File: src/rtl/alu_decoder_pipe.sv
// Registered MIPS ALU-control decoder with valid/ready handshake, 2-entry skid buffer,
// flush, and a saturating counter of delivered exception-flagged entries.
module alu_decoder_pipe #(
  parameter int CTRL_W  = 8,
  parameter int CNT_W   = 16,
  parameter int SKID_EN = 1
) (
  input  logic              clk,
  input  logic              rst,
  input  logic              flush,
  input  logic              in_valid,
  output logic              in_ready,
  input  logic [31:0]       instr,
  input  logic [31:0]       pc_in,
  output logic              out_valid,
  input  logic              out_ready,
  output logic [CTRL_W-1:0] alu_control,
  output logic [2:0]        br_type,
  output logic              break_o,
  output logic              syscall_o,
  output logic              eret_o,
  output logic              reserve_o,
  output logic [4:0]        exccode,
  output logic [31:0]       pc_out,
  output logic [CNT_W-1:0]  exc_count
);

  // ALU operation codes shared with the EX stage (8-bit encodings).
  localparam logic [7:0] EXE_AND_OP   = 8'b0010_0100;
  localparam logic [7:0] EXE_OR_OP    = 8'b0010_0101;
  localparam logic [7:0] EXE_XOR_OP   = 8'b0010_0110;
  localparam logic [7:0] EXE_NOR_OP   = 8'b0010_0111;
  localparam logic [7:0] EXE_ANDI_OP  = 8'b0101_1001;
  localparam logic [7:0] EXE_ORI_OP   = 8'b0101_1010;
  localparam logic [7:0] EXE_XORI_OP  = 8'b0101_1011;
  localparam logic [7:0] EXE_LUI_OP   = 8'b0101_1100;
  localparam logic [7:0] EXE_SLL_OP   = 8'b0111_1100;
  localparam logic [7:0] EXE_SLLV_OP  = 8'b0000_0100;
  localparam logic [7:0] EXE_SRL_OP   = 8'b0000_0010;
  localparam logic [7:0] EXE_SRLV_OP  = 8'b0000_0110;
  localparam logic [7:0] EXE_SRA_OP   = 8'b0000_0011;
  localparam logic [7:0] EXE_SRAV_OP  = 8'b0000_0111;
  localparam logic [7:0] EXE_MFHI_OP  = 8'b0001_0000;
  localparam logic [7:0] EXE_MTHI_OP  = 8'b0001_0001;
  localparam logic [7:0] EXE_MFLO_OP  = 8'b0001_0010;
  localparam logic [7:0] EXE_MTLO_OP  = 8'b0001_0011;
  localparam logic [7:0] EXE_SLT_OP   = 8'b0010_1010;
  localparam logic [7:0] EXE_SLTU_OP  = 8'b0010_1011;
  localparam logic [7:0] EXE_SLTI_OP  = 8'b0101_0111;
  localparam logic [7:0] EXE_SLTIU_OP = 8'b0101_1000;
  localparam logic [7:0] EXE_ADD_OP   = 8'b0010_0000;
  localparam logic [7:0] EXE_ADDU_OP  = 8'b0010_0001;
  localparam logic [7:0] EXE_SUB_OP   = 8'b0010_0010;
  localparam logic [7:0] EXE_SUBU_OP  = 8'b0010_0011;
  localparam logic [7:0] EXE_ADDI_OP  = 8'b0101_0101;
  localparam logic [7:0] EXE_ADDIU_OP = 8'b0101_0110;
  localparam logic [7:0] EXE_MULT_OP  = 8'b0001_1000;
  localparam logic [7:0] EXE_MULTU_OP = 8'b0001_1001;
  localparam logic [7:0] EXE_DIV_OP   = 8'b0001_1010;
  localparam logic [7:0] EXE_DIVU_OP  = 8'b0001_1011;
  localparam logic [7:0] EXE_J_OP     = 8'b0100_1111;
  localparam logic [7:0] EXE_JAL_OP   = 8'b0101_0000;
  localparam logic [7:0] EXE_JALR_OP  = 8'b0000_1001;
  localparam logic [7:0] EXE_JR_OP    = 8'b0000_1000;
  localparam logic [7:0] EXE_BEQ_OP   = 8'b0101_0001;
  localparam logic [7:0] EXE_BNE_OP   = 8'b0101_0010;
  localparam logic [7:0] EXE_BLEZ_OP  = 8'b0101_0011;
  localparam logic [7:0] EXE_BGTZ_OP  = 8'b0101_0100;
  localparam logic [7:0] EXE_LB_OP    = 8'b1110_0000;
  localparam logic [7:0] EXE_LH_OP    = 8'b1110_0001;
  localparam logic [7:0] EXE_LW_OP    = 8'b1110_0011;
  localparam logic [7:0] EXE_LBU_OP   = 8'b1110_0100;
  localparam logic [7:0] EXE_LHU_OP   = 8'b1110_0101;
  localparam logic [7:0] EXE_SB_OP    = 8'b1110_1000;
  localparam logic [7:0] EXE_SH_OP    = 8'b1110_1001;
  localparam logic [7:0] EXE_SW_OP    = 8'b1110_1011;

  localparam logic [4:0] EXC_SYS = 5'h08;
  localparam logic [4:0] EXC_BP  = 5'h09;
  localparam logic [4:0] EXC_RI  = 5'h0A;

  typedef struct packed {
    logic [CTRL_W-1:0] alu;
    logic [2:0]        br;
    logic              brk;
    logic              sys;
    logic              eret;
    logic              rsv;
    logic [4:0]        exc;
    logic [31:0]       pc;
  } entry_t;

  function automatic logic [CTRL_W-1:0] ctl(input logic [7:0] op);
    return CTRL_W'(op);
  endfunction

  logic [5:0] op;
  logic [4:0] rs;
  logic [4:0] rt;
  logic [5:0] funct;
  logic       unused_instr_bits;

  assign op                = instr[31:26];
  assign rs                = instr[25:21];
  assign rt                = instr[20:16];
  assign funct             = instr[5:0];
  assign unused_instr_bits = ^instr[15:6];

  entry_t dec;

  always_comb begin
    dec    = '0;
    dec.pc = pc_in;
    case (op)
      6'h00: begin
        case (funct)
          6'h00: dec.alu = ctl(EXE_SLL_OP);
          6'h02: dec.alu = ctl(EXE_SRL_OP);
          6'h03: dec.alu = ctl(EXE_SRA_OP);
          6'h04: dec.alu = ctl(EXE_SLLV_OP);
          6'h06: dec.alu = ctl(EXE_SRLV_OP);
          6'h07: dec.alu = ctl(EXE_SRAV_OP);
          6'h08: begin dec.alu = ctl(EXE_JR_OP);   dec.br = 3'd5; end
          6'h09: begin dec.alu = ctl(EXE_JALR_OP); dec.br = 3'd5; end
          6'h0C: begin dec.sys = 1'b1; dec.exc = EXC_SYS; end
          6'h0D: begin dec.brk = 1'b1; dec.exc = EXC_BP;  end
          6'h10: dec.alu = ctl(EXE_MFHI_OP);
          6'h11: dec.alu = ctl(EXE_MTHI_OP);
          6'h12: dec.alu = ctl(EXE_MFLO_OP);
          6'h13: dec.alu = ctl(EXE_MTLO_OP);
          6'h18: dec.alu = ctl(EXE_MULT_OP);
          6'h19: dec.alu = ctl(EXE_MULTU_OP);
          6'h1A: dec.alu = ctl(EXE_DIV_OP);
          6'h1B: dec.alu = ctl(EXE_DIVU_OP);
          6'h20: dec.alu = ctl(EXE_ADD_OP);
          6'h21: dec.alu = ctl(EXE_ADDU_OP);
          6'h22: dec.alu = ctl(EXE_SUB_OP);
          6'h23: dec.alu = ctl(EXE_SUBU_OP);
          6'h24: dec.alu = ctl(EXE_AND_OP);
          6'h25: dec.alu = ctl(EXE_OR_OP);
          6'h26: dec.alu = ctl(EXE_XOR_OP);
          6'h27: dec.alu = ctl(EXE_NOR_OP);
          6'h2A: dec.alu = ctl(EXE_SLT_OP);
          6'h2B: dec.alu = ctl(EXE_SLTU_OP);
          default: begin dec.rsv = 1'b1; dec.exc = EXC_RI; end
        endcase
      end
      6'h01: begin
        case (rt)
          5'h00:   dec.br = 3'd1;
          5'h01:   dec.br = 3'd2;
          5'h10:   dec.br = 3'd3;
          5'h11:   dec.br = 3'd4;
          default: begin dec.rsv = 1'b1; dec.exc = EXC_RI; end
        endcase
      end
      6'h10: begin
        // MFC0/MTC0 move data only; the ALU is not involved.
        if (rs == 5'h00 || rs == 5'h04) begin
          dec.alu = '0;
        end else if (rs == 5'h10 && funct == 6'h18) begin
          dec.eret = 1'b1;
        end else begin
          dec.rsv = 1'b1;
          dec.exc = EXC_RI;
        end
      end
      6'h02: begin dec.alu = ctl(EXE_J_OP);    dec.br = 3'd5; end
      6'h03: begin dec.alu = ctl(EXE_JAL_OP);  dec.br = 3'd5; end
      6'h04: begin dec.alu = ctl(EXE_BEQ_OP);  dec.br = 3'd5; end
      6'h05: begin dec.alu = ctl(EXE_BNE_OP);  dec.br = 3'd5; end
      6'h06: begin dec.alu = ctl(EXE_BLEZ_OP); dec.br = 3'd5; end
      6'h07: begin dec.alu = ctl(EXE_BGTZ_OP); dec.br = 3'd5; end
      6'h08: dec.alu = ctl(EXE_ADDI_OP);
      6'h09: dec.alu = ctl(EXE_ADDIU_OP);
      6'h0A: dec.alu = ctl(EXE_SLTI_OP);
      6'h0B: dec.alu = ctl(EXE_SLTIU_OP);
      6'h0C: dec.alu = ctl(EXE_ANDI_OP);
      6'h0D: dec.alu = ctl(EXE_ORI_OP);
      6'h0E: dec.alu = ctl(EXE_XORI_OP);
      6'h0F: dec.alu = ctl(EXE_LUI_OP);
      6'h20: dec.alu = ctl(EXE_LB_OP);
      6'h21: dec.alu = ctl(EXE_LH_OP);
      6'h23: dec.alu = ctl(EXE_LW_OP);
      6'h24: dec.alu = ctl(EXE_LBU_OP);
      6'h25: dec.alu = ctl(EXE_LHU_OP);
      6'h28: dec.alu = ctl(EXE_SB_OP);
      6'h29: dec.alu = ctl(EXE_SH_OP);
      6'h2B: dec.alu = ctl(EXE_SW_OP);
      default: begin dec.rsv = 1'b1; dec.exc = EXC_RI; end
    endcase
  end

  logic   main_valid_q, main_valid_d;
  logic   skid_valid_q, skid_valid_d;
  entry_t main_q, main_d;
  entry_t skid_q, skid_d;
  logic [CNT_W-1:0] exc_count_q, exc_count_d;
  logic   in_hs;
  logic   out_hs;
  logic   main_exc;

  assign in_ready = !rst && !flush &&
                    ((SKID_EN != 0) ? !skid_valid_q : (!main_valid_q || out_ready));
  assign in_hs    = in_valid && in_ready;
  assign out_hs   = main_valid_q && out_ready;
  assign main_exc = main_q.brk || main_q.sys || main_q.eret || main_q.rsv;

  // The skid entry only fills while main is stalled, so main empty implies skid empty.
  always_comb begin
    main_valid_d = main_valid_q;
    skid_valid_d = skid_valid_q;
    main_d       = main_q;
    skid_d       = skid_q;
    if (flush) begin
      main_valid_d = 1'b0;
      skid_valid_d = 1'b0;
      main_d       = '0;
      skid_d       = '0;
    end else if (SKID_EN != 0) begin
      if (out_hs) begin
        if (skid_valid_q) begin
          main_d       = skid_q;
          skid_valid_d = 1'b0;
          skid_d       = '0;
        end else begin
          main_valid_d = in_hs;
          main_d       = in_hs ? dec : '0;
        end
      end else if (in_hs) begin
        if (main_valid_q) begin
          skid_valid_d = 1'b1;
          skid_d       = dec;
        end else begin
          main_valid_d = 1'b1;
          main_d       = dec;
        end
      end
    end else begin
      if (in_hs) begin
        main_valid_d = 1'b1;
        main_d       = dec;
      end else if (out_hs) begin
        main_valid_d = 1'b0;
        main_d       = '0;
      end
    end
  end

  always_comb begin
    exc_count_d = exc_count_q;
    if (out_hs && main_exc && exc_count_q != {CNT_W{1'b1}}) begin
      exc_count_d = exc_count_q + CNT_W'(1);
    end
  end

  always_ff @(posedge clk) begin
    if (rst) begin
      main_valid_q <= 1'b0;
      skid_valid_q <= 1'b0;
      main_q       <= '0;
      skid_q       <= '0;
      exc_count_q  <= '0;
    end else begin
      main_valid_q <= main_valid_d;
      skid_valid_q <= skid_valid_d;
      main_q       <= main_d;
      skid_q       <= skid_d;
      exc_count_q  <= exc_count_d;
    end
  end

  entry_t out_entry;

  assign out_entry   = main_valid_q ? main_q : '0;
  assign out_valid   = main_valid_q;
  assign alu_control = out_entry.alu;
  assign br_type     = out_entry.br;
  assign break_o     = out_entry.brk;
  assign syscall_o   = out_entry.sys;
  assign eret_o      = out_entry.eret;
  assign reserve_o   = out_entry.rsv;
  assign exccode     = out_entry.exc;
  assign pc_out      = out_entry.pc;
  assign exc_count   = exc_count_q;

endmodule

File: config.mk
export PLATFORM = sky130hd
export DESIGN_NAME = alu_decoder_pipe
export DESIGN_NICKNAME = d
export VERILOG_FILES = /design/src/rtl/alu_decoder_pipe.sv
export SDC_FILE = /design/constraint.sdc
export NUM_CORES = 1
export LEC_CHECK = 0
export BUFFER_PORTS_ARGS = -buffer_cell sky130_fd_sc_hd__buf_2
export CAP_MARGIN = 20
export CORE_MARGIN = 2
export CORE_UTILIZATION = 44
export CTS_BUF_LIST = sky130_fd_sc_hd__clkbuf_16
export CTS_CLUSTER_DIAMETER = 100
export DETAILED_ROUTE_END_ITERATION = 7
export GPL_ROUTABILITY_DRIVEN = 0
export PLACE_DENSITY = 0.68
export SYNTH_ARGS = -nofsm -noshare
export SYNTH_HDL_FRONTEND = slang
export SYNTH_SLANG_ARGS = --single-unit
File: constraint.sdc
create_clock -name clk -period 1.6 [get_ports clk]
set_clock_uncertainty 0.05 [all_clocks]
set_input_delay 0 -clock clk [delete_from_list [all_inputs] [get_ports clk]]
set_output_delay 0 -clock clk [all_outputs]
set_load 0.02 [all_outputs]
==> results of run 1 <==
## Yosys cell counts (3+ instances only)
cell type | count | share of area, %
a21o_1 | 6 | 0.77
a21oi_1 | 32 | 2.7
a221oi_1 | 36 | 5.4
a22oi_1 | 35 | 4.5
a31oi_1 | 8 | 0.86
a32oi_1 | 3 | 0.45
and2_1 | 57 | 6.1
and3_1 | 9 | 0.96
buf_1 | 3 | 0.19
buf_2 | 14 | 1.2
buf_4 | 4 | 0.51
buf_6 | 10 | 1.9
clkbuf_1 | 35 | 2.2
dfxtp_1 | 118 | 40
inv_1 | 6 | 0.39
nand2_1 | 30 | 1.9
nand3_1 | 10 | 0.86
nand4_1 | 10 | 1.1
nor2_1 | 102 | 6.6
nor2b_1 | 7 | 0.75
nor3_1 | 38 | 3.3
nor3_2 | 3 | 0.51
nor4_1 | 5 | 0.54
nor4b_1 | 5 | 0.75
o21ai_0 | 35 | 3.0
o21ba_2 | 3 | 0.51
o31ai_1 | 3 | 0.39
or3_1 | 5 | 0.54
xnor2_1 | 7 | 1.0
xor2_1 | 7 | 1.0
## cells in the final DEF (no fill, tap or decap), drive strengths merged, types with 8 or more instances in the layout
master and instances:
a22oi 35, buf 192, nor3 41, nor2 103
a31oi 8, nand2 32, a21oi 32, dlygate4sd3 38
dfxtp 118, o21ai 38, clkbuf 17, and3 9
a221oi 36, inv 8, and2 57, nand3 10
nand4 10
## where the power goes
group	total [mW]	leakage [nW]	switching [mW]	internal, mW
combinational	0.757	2.10	0.425	0.331
clock	3.85	0.285	1.40	2.45
sequential	3.01	0.963	0.0259	2.98
## worst reg2reg max path, stage by stage, from the launching register on
cell and delay, ps:
dfxtp_2 330, and4_4 230, nand4_1 200, buf_6 210
o211ai_1 190, xor2_1 210, nor2_1 60
## path summary, 6_finish.rpt
| kind | cells past startpoint | startpoint | to |
|---|---|---|---|
| setup / recovery | 6 | exc_count[2]$_SDFFE_PP0P_ | exc_count[3]$_SDFFE_PP0P_ |
| setup reg to reg | 6 | exc_count[2]$_SDFFE_PP0P_ | exc_count[3]$_SDFFE_PP0P_ |
| hold / removal | 4 | flush | skid_q[44]$_SDFFE_PP0P_ |
| hold reg to reg | 1 | skid_q[33]$_SDFFE_PP0P_ | skid_q[33]$_SDFFE_PP0P_ |
## cell families after synthesis
family	synth area share, %
and+or+nand+nor	26.79
buffers and inverters	6.468
DFF	40.44
xor gates and xnor gates	2.099
adders and majority gates	0.2141
muxes	0.3427
AOI/OAI and AO/OA	23.58
other	0.06419
## repair_timing
action	in CTS	in global routing
setup endpoints to repair	60	143
endpoints found under the hold margin	88	0
hold buffers	38	0
resized for setup	11	36
pin swaps	2	16
buffers inserted	2	3
## per-stage QoR
step,hold WS (ps),cell area [um^2],setup TNS [ps],instances
floorplan,94.69,5894,-21.46,703
global placement,218.9,6905,-339.4,1000
detailed placement,223.7,6905,-1407,1000
CTS,32.34,7951,-81.58,1072
global route,38.77,8152,-530.9,1075
finish,-9.235,8152,0,1075
## sequential cells by signal, summed over array words and instances, names as in the netlist
name and count:
skid_valid_q 1, skid_q 50, main_q 50, exc_count 16
out_valid 1
## metal layers
metal  share of wire, %  global-route usage [%]  vias to the layer above
li1                   -                       -                     2913
met1                 42                   29.24                     2825
met2                 50                   39.62                      258
met3                6.3                   4.789                       31
met4                2.0                   8.482                        0
met5                  0                       0                        -
## layout make-up
class	instances	area (um^2)	area share, %
clock buffer	17	425.4	5.219
clock inverter	15	178.9	2.195
inverter	6	22.52	0.2763
multi-input combinational	513	3327	40.81
sequential	118	2391	29.33
tap	176	220.2	2.701
timing repair buffer	230	1587	19.46
==> results.yml, run 1 <==
setup_path:
  critPathBufInv: 1
  r2r_slack_ps: 2
  critPathMaxStageDelay_ps: 330
  endpoint_kind: "flop"
  slowest_stage: "dfxtp_2"
  cp_max_fo: 7
  crit_type: "flop to flop"
  crit_chain: "and4_4 > nand4_1 > buf_6 > o211ai_1 > xor2_1 > nor2_1"
  worst-endpoint-required_ps: 1840
  crit_arrival_ps: 1840
  startpoint_type: "flop"
  critical-path-top-delay-family: "simple AND/OR/NAND/NOR gates"
logic_synthesis:
  ys_warn_count: 0
  netlist_instances: 702
  synth_area_mm2: 0.005842
  ys_types: 71
  async_flop_share_pct: 0
  synth_edf_count: 0
  ys.flop_type: "dfxtp_1"
  ys_seq_elements: 118
  yosysSeqAreaShare_pct: 40.44
  avgSynthCellArea_um2: 8.322
floorplanning:
  start_util_pct: 44.65
  die_h_um: 119.2
  pin_count: 139
  rows: 42
  die_area_mm2: 0.01421
  coreArea_mm2: 0.01309
  die_w_um: 119.2
job:
  cap_viol_max_count: 0
grt:
  grt_remaining_overflow: 0
  grt_max_degree: 48
  antenna_found_initial: 0
  first_global_vias: 5597
  track_usage_pct: 23.34
  grt_first_pass_wirelength_um: 26990
sta:
  whs_ps: -9.235
  finalCritPeriodShare_pct: 99.86
  post-route-min-period_ps: 1598
  hold_viol: 2
  report.final.slew_viol_count: 0
  worst_slack_ps: 2.281
  setup_viol: 0
  max_slew_margin_pct: 65.03
  tightest_slew_ps: 524.5
  rsz0062_at_grt: "true"
  timing.fmax_mhz: 625.9
placement:
  hpwlAfterDp_um: 11160
  io_buffers: 126
  pre_cts_ws_ps: -198.6
routing:
  vias: 6027
  final_antenna_net_count: 0
  vias_per_cell: 5.607
  drt_iter0_drc: 493
  drt-pass1-iter-count: 6
  finalWirelength_um: 17210
  routedWlPerCell_um: 16.01
  drcViolationCount: 0
layout:
  final_util_pct: 62.30
  drive_gt1_share_pct: 32.04
  syn2layout_area_growth_pct: 39.54
  n_antenna_cell: 0
  fill_cells: 1123
  fin_nets: 956
power:
  power_density_mw_per_mm2: 933.8
  p_total_mw: 7.612
  cellLeakagePower_nw: 3.348
  irDropWorstVdd_mv: 0.7642
clock_tree:
  cts_max_path_buffers: 2
  path_clk_slew_ps: 60
  clock_sinks: 118
  h-tree-depth: 4
  cts_root_buf: "clkbuf_16"
  cts_tree: "built"
  clk_latency_ps: 410
  cts_made_buffers: 17
min_path:
  hp-class: "input pin to flop"
outcome:
  outcome: "finished, violations left"
  failed_checks: "negative hold slack"
(Power assumes the default switching activity.)
==> run 2, diff against run 1 <==
Settings changed: ABC_AREA set to 1.
==> run 2 against run 1 <==
Against the previous run: the flow now finishes without violations; global-route usage hardly changed; die area grew 3.2%; power down 9.6%; routed wire length down 0.82%; sequential power hardly changed; synthesized area increased by 3.3%; critical endpoint is now exc_count[6]$_SDFFE_PP0P_; setup slack improved by 55 ps; final area down 1.9%.
==> results.yml, run 2 <==
sta:
  max_slew_margin_pct: 57.28
  finalCritPeriodShare_pct: 96.41
  setup_viol: 0
  worst_slack_ps: 57.47
  post-route-min-period_ps: 1543
  report.final.slew_viol_count: 0
  setup-tns-final_ps: 0
  rsz0062_at_grt: "true"
  timing.fmax_mhz: 648.3
  tightest_slew_ps: 640.7
  hold_viol: 0
logic_synthesis:
  avgSynthCellArea_um2: 6.791
  synth_area_mm2: 0.006037
  ys_seq_elements: 118
  synth.area.top_cells: "dfxtp_1 (39%), nand2_1 (14%), a21oi_1 (10%), inv_1 (6.1%), o21ai_0 (5.0%)"
  synth_edf_count: 0
  yosysTopAreaCell: "dfxtp_1"
  ys.flop_type: "dfxtp_1"
  synth_common_cells: "nand2_1 (233), a21oi_1 (123), dfxtp_1 (118)"
  ys_types: 38
  ys_warn_count: 0
  yosysSeqAreaShare_pct: 39.13
  synth_top_area_share_pct: 39.13
  synth_most_common_cell: "nand2_1"
  netlist_instances: 889
  async_flop_share_pct: 0
grt:
  track_usage_pct: 23.35
  antenna_found_initial: 0
  grt_first_pass_wirelength_um: 27820
  grt_max_degree: 53
  first_global_vias: 5866
  grt_remaining_overflow: 0
routing:
  routedWlPerCell_um: 13.57
  drt_iter0_drc: 525
  drcViolationCount: 0
  drt-pass1-iter-count: 5
  vias: 6551
  finalWirelength_um: 17070
  vias_per_cell: 5.207
  final_antenna_net_count: 0
clock_tree:
  h-tree-depth: 4
  cts_max_path_buffers: 2
  cts_tree: "built"
  clk_latency_ps: 410
  path_clk_slew_ps: 50
  cts_root_buf: "clkbuf_16"
  cts_made_buffers: 17
  clock_sinks: 118
placement:
  dp_cells: 1190
  io_buffers: 126
  hpwlAfterDp_um: 11000
  place_area_mm2: 0.007089
  pre_cts_ws_ps: 9.966
setup_path:
  r2r_slack_ps: 60
  r2r_end: "exc_count[6]$_SDFFE_PP0P_"
  worst-endpoint-required_ps: 1840
  crit_type: "flop to flop"
  cp_max_fo: 6
  ff2ff_path_depth: 10
  critPathMaxStageDelay_ps: 330
  crit_arrival_ps: 1780
  crit_chain: "ha_2 > nand3_2 > inv_2 > nand4_1 > nand2_2 > nor2_4 > buf_6 > buf_4 > inv_1 > a21oi_1"
  critPathBufInv: 4
  critical-path-top-delay-family: "simple AND/OR/NAND/NOR gates"
  slowest_stage: "dfxtp_2"
  startpoint_type: "flop"
  endpoint_kind: "flop"
  reg2reg_from: "exc_count[0]$_SDFFE_PP0P_"
outcome:
  outcome: "finished clean"
layout:
  mostFrequentLayoutCell: "nand2_1"
  drive_gt1_share_pct: 23.11
  seq_area_mm2: 0.002369
  fill_cells: 1244
  n_antenna_cell: 0
  stdcell_area_mm2: 0.007998
  final_cell_mix: "nand2_1 (231), buf_2 (126), a21oi_1 (122), dfxtp_1 (113), inv_1 (97)"
  syn2layout_area_growth_pct: 32.48
  final_cells: 1258
  multi_input_area_mm2: 0.003083
  fin_nets: 1142
min_path:
  hp-start: "instr[24]"
  hold_path_end: "main_q[38]$_SDFFE_PP0P_"
  hp-class: "input pin to flop"
  whs_path_depth: 5
floorplanning:
  pin_count: 139
  coreArea_mm2: 0.01330
  die_h_um: 121.1
  die_area_mm2: 0.01467
  start_util_pct: 45.41
  rows: 42
  die_w_um: 121.1
power:
  power_density_mw_per_mm2: 860.0
  cellLeakagePower_nw: 3.837
  irDropWorstVdd_mv: 0.7120
job:
  cap_viol_max_count: 0
[run 2: changes by cell type in the layout (fill, tap and decap cells not counted), moves of 10 or more]
cell | before | now
o21ai_0 | 35 | 57
buf_4 | 56 | 44
dfxtp_1 | 101 | 113
nand3_1 | 9 | 33
and2_1 | 57 | 0
a21oi_1 | 31 | 122
a21oi_2 | 1 | 11
a221oi_1 | 30 | 0
nand2_1 | 30 | 231
nor2_1 | 100 | 43
nor3_1 | 37 | 11
inv_1 | 6 | 97
nand2_2 | 1 | 13
[run 2: kinds of logic after synthesis]
group / Yosys count / share of synthesized area [%]
compound gates: 244 / 22.84
xor+xnor: 5 / 0.7255
fa+ha+maj: 1 / 0.2072
buf+inv: 152 / 10.74
flops: 118 / 39.13
other cells: 1 / 0.06212
simple gates: 368 / 26.30
[run 2: cell type report]
cell class                 instances  area share, %
clock inverter                    12         0.6258
sequential                       118          29.62
timing repair buffer             215          18.41
inverter                         100          4.725
clock buffer                      17          5.319
tap                              176          2.753
multi-input combinational        620          38.55
[run 2: where the power goes]
part	internal [mW]	switching, mW
clock network	1.89	1.27
registers	2.99	0.0241
logic	0.286	0.421
total	5.16	1.72
[run 2: worst min-delay path, cell delays in order]
cell	delay, ps
buf_2	100
nor2_1	120
nor3_1	100
nand2_1	70
a21oi_1	50
[run 2: layer usage]
layer | GRT usage, % | up-vias | share of wire (%)
li1 | - | 3298 | -
met1 | 32.89 | 2992 | 47
met2 | 35.88 | 237 | 45
met3 | 4.652 | 24 | 6.1
met4 | 7.543 | 0 | 1.7
met5 | 0 | - | 0
[run 2: timing repair]
| item | 4_1_cts | 5_1_grt |
|---|---|---|
| pin swaps | 1 | 3 |
| endpoints found under the hold margin | 75 | 0 |
| setup buffers | 1 | 0 |
| resized for setup | 3 | 15 |
| setup endpoints to repair | 2 | 14 |
| hold buffers | 38 | 0 |
[run 2: how the worst max path moves through the flow]
stage,from,end,slack [ps],depth (start not counted)
after floorplan,exc_count[0]$_SDFFE_PP0P_,exc_count[0]$_SDFFE_PP0P_,-20,9
after CTS,exc_count[0]$_SDFFE_PP0P_,exc_count[10]$_SDFFE_PP0P_,20,10
after detailed placement,exc_count[0]$_SDFFE_PP0P_,exc_count[8]$_SDFFE_PP0P_,10,10
final,exc_count[0]$_SDFFE_PP0P_,exc_count[6]$_SDFFE_PP0P_,60,10
after global placement,exc_count[0]$_SDFFE_PP0P_,exc_count[10]$_SDFFE_PP0P_,60,10
after global routing,exc_count[4]$_SDFFE_PP0P_,exc_count[8]$_SDFFE_PP0P_,-20,8
[run 2: stage by stage]
stage | hold WS (ps) | total power [mW] | util [%]
global placement | 213.0 | 3.696 | 53.32
CTS | 41.32 | 6.899 | 59.87
detailed placement | 217.4 | 3.700 | 53.32
global route | 51.98 | 7.131 | 60.15
floorplan | 86.43 | 3.453 | -
finish | 38.69 | 6.878 | 60.15
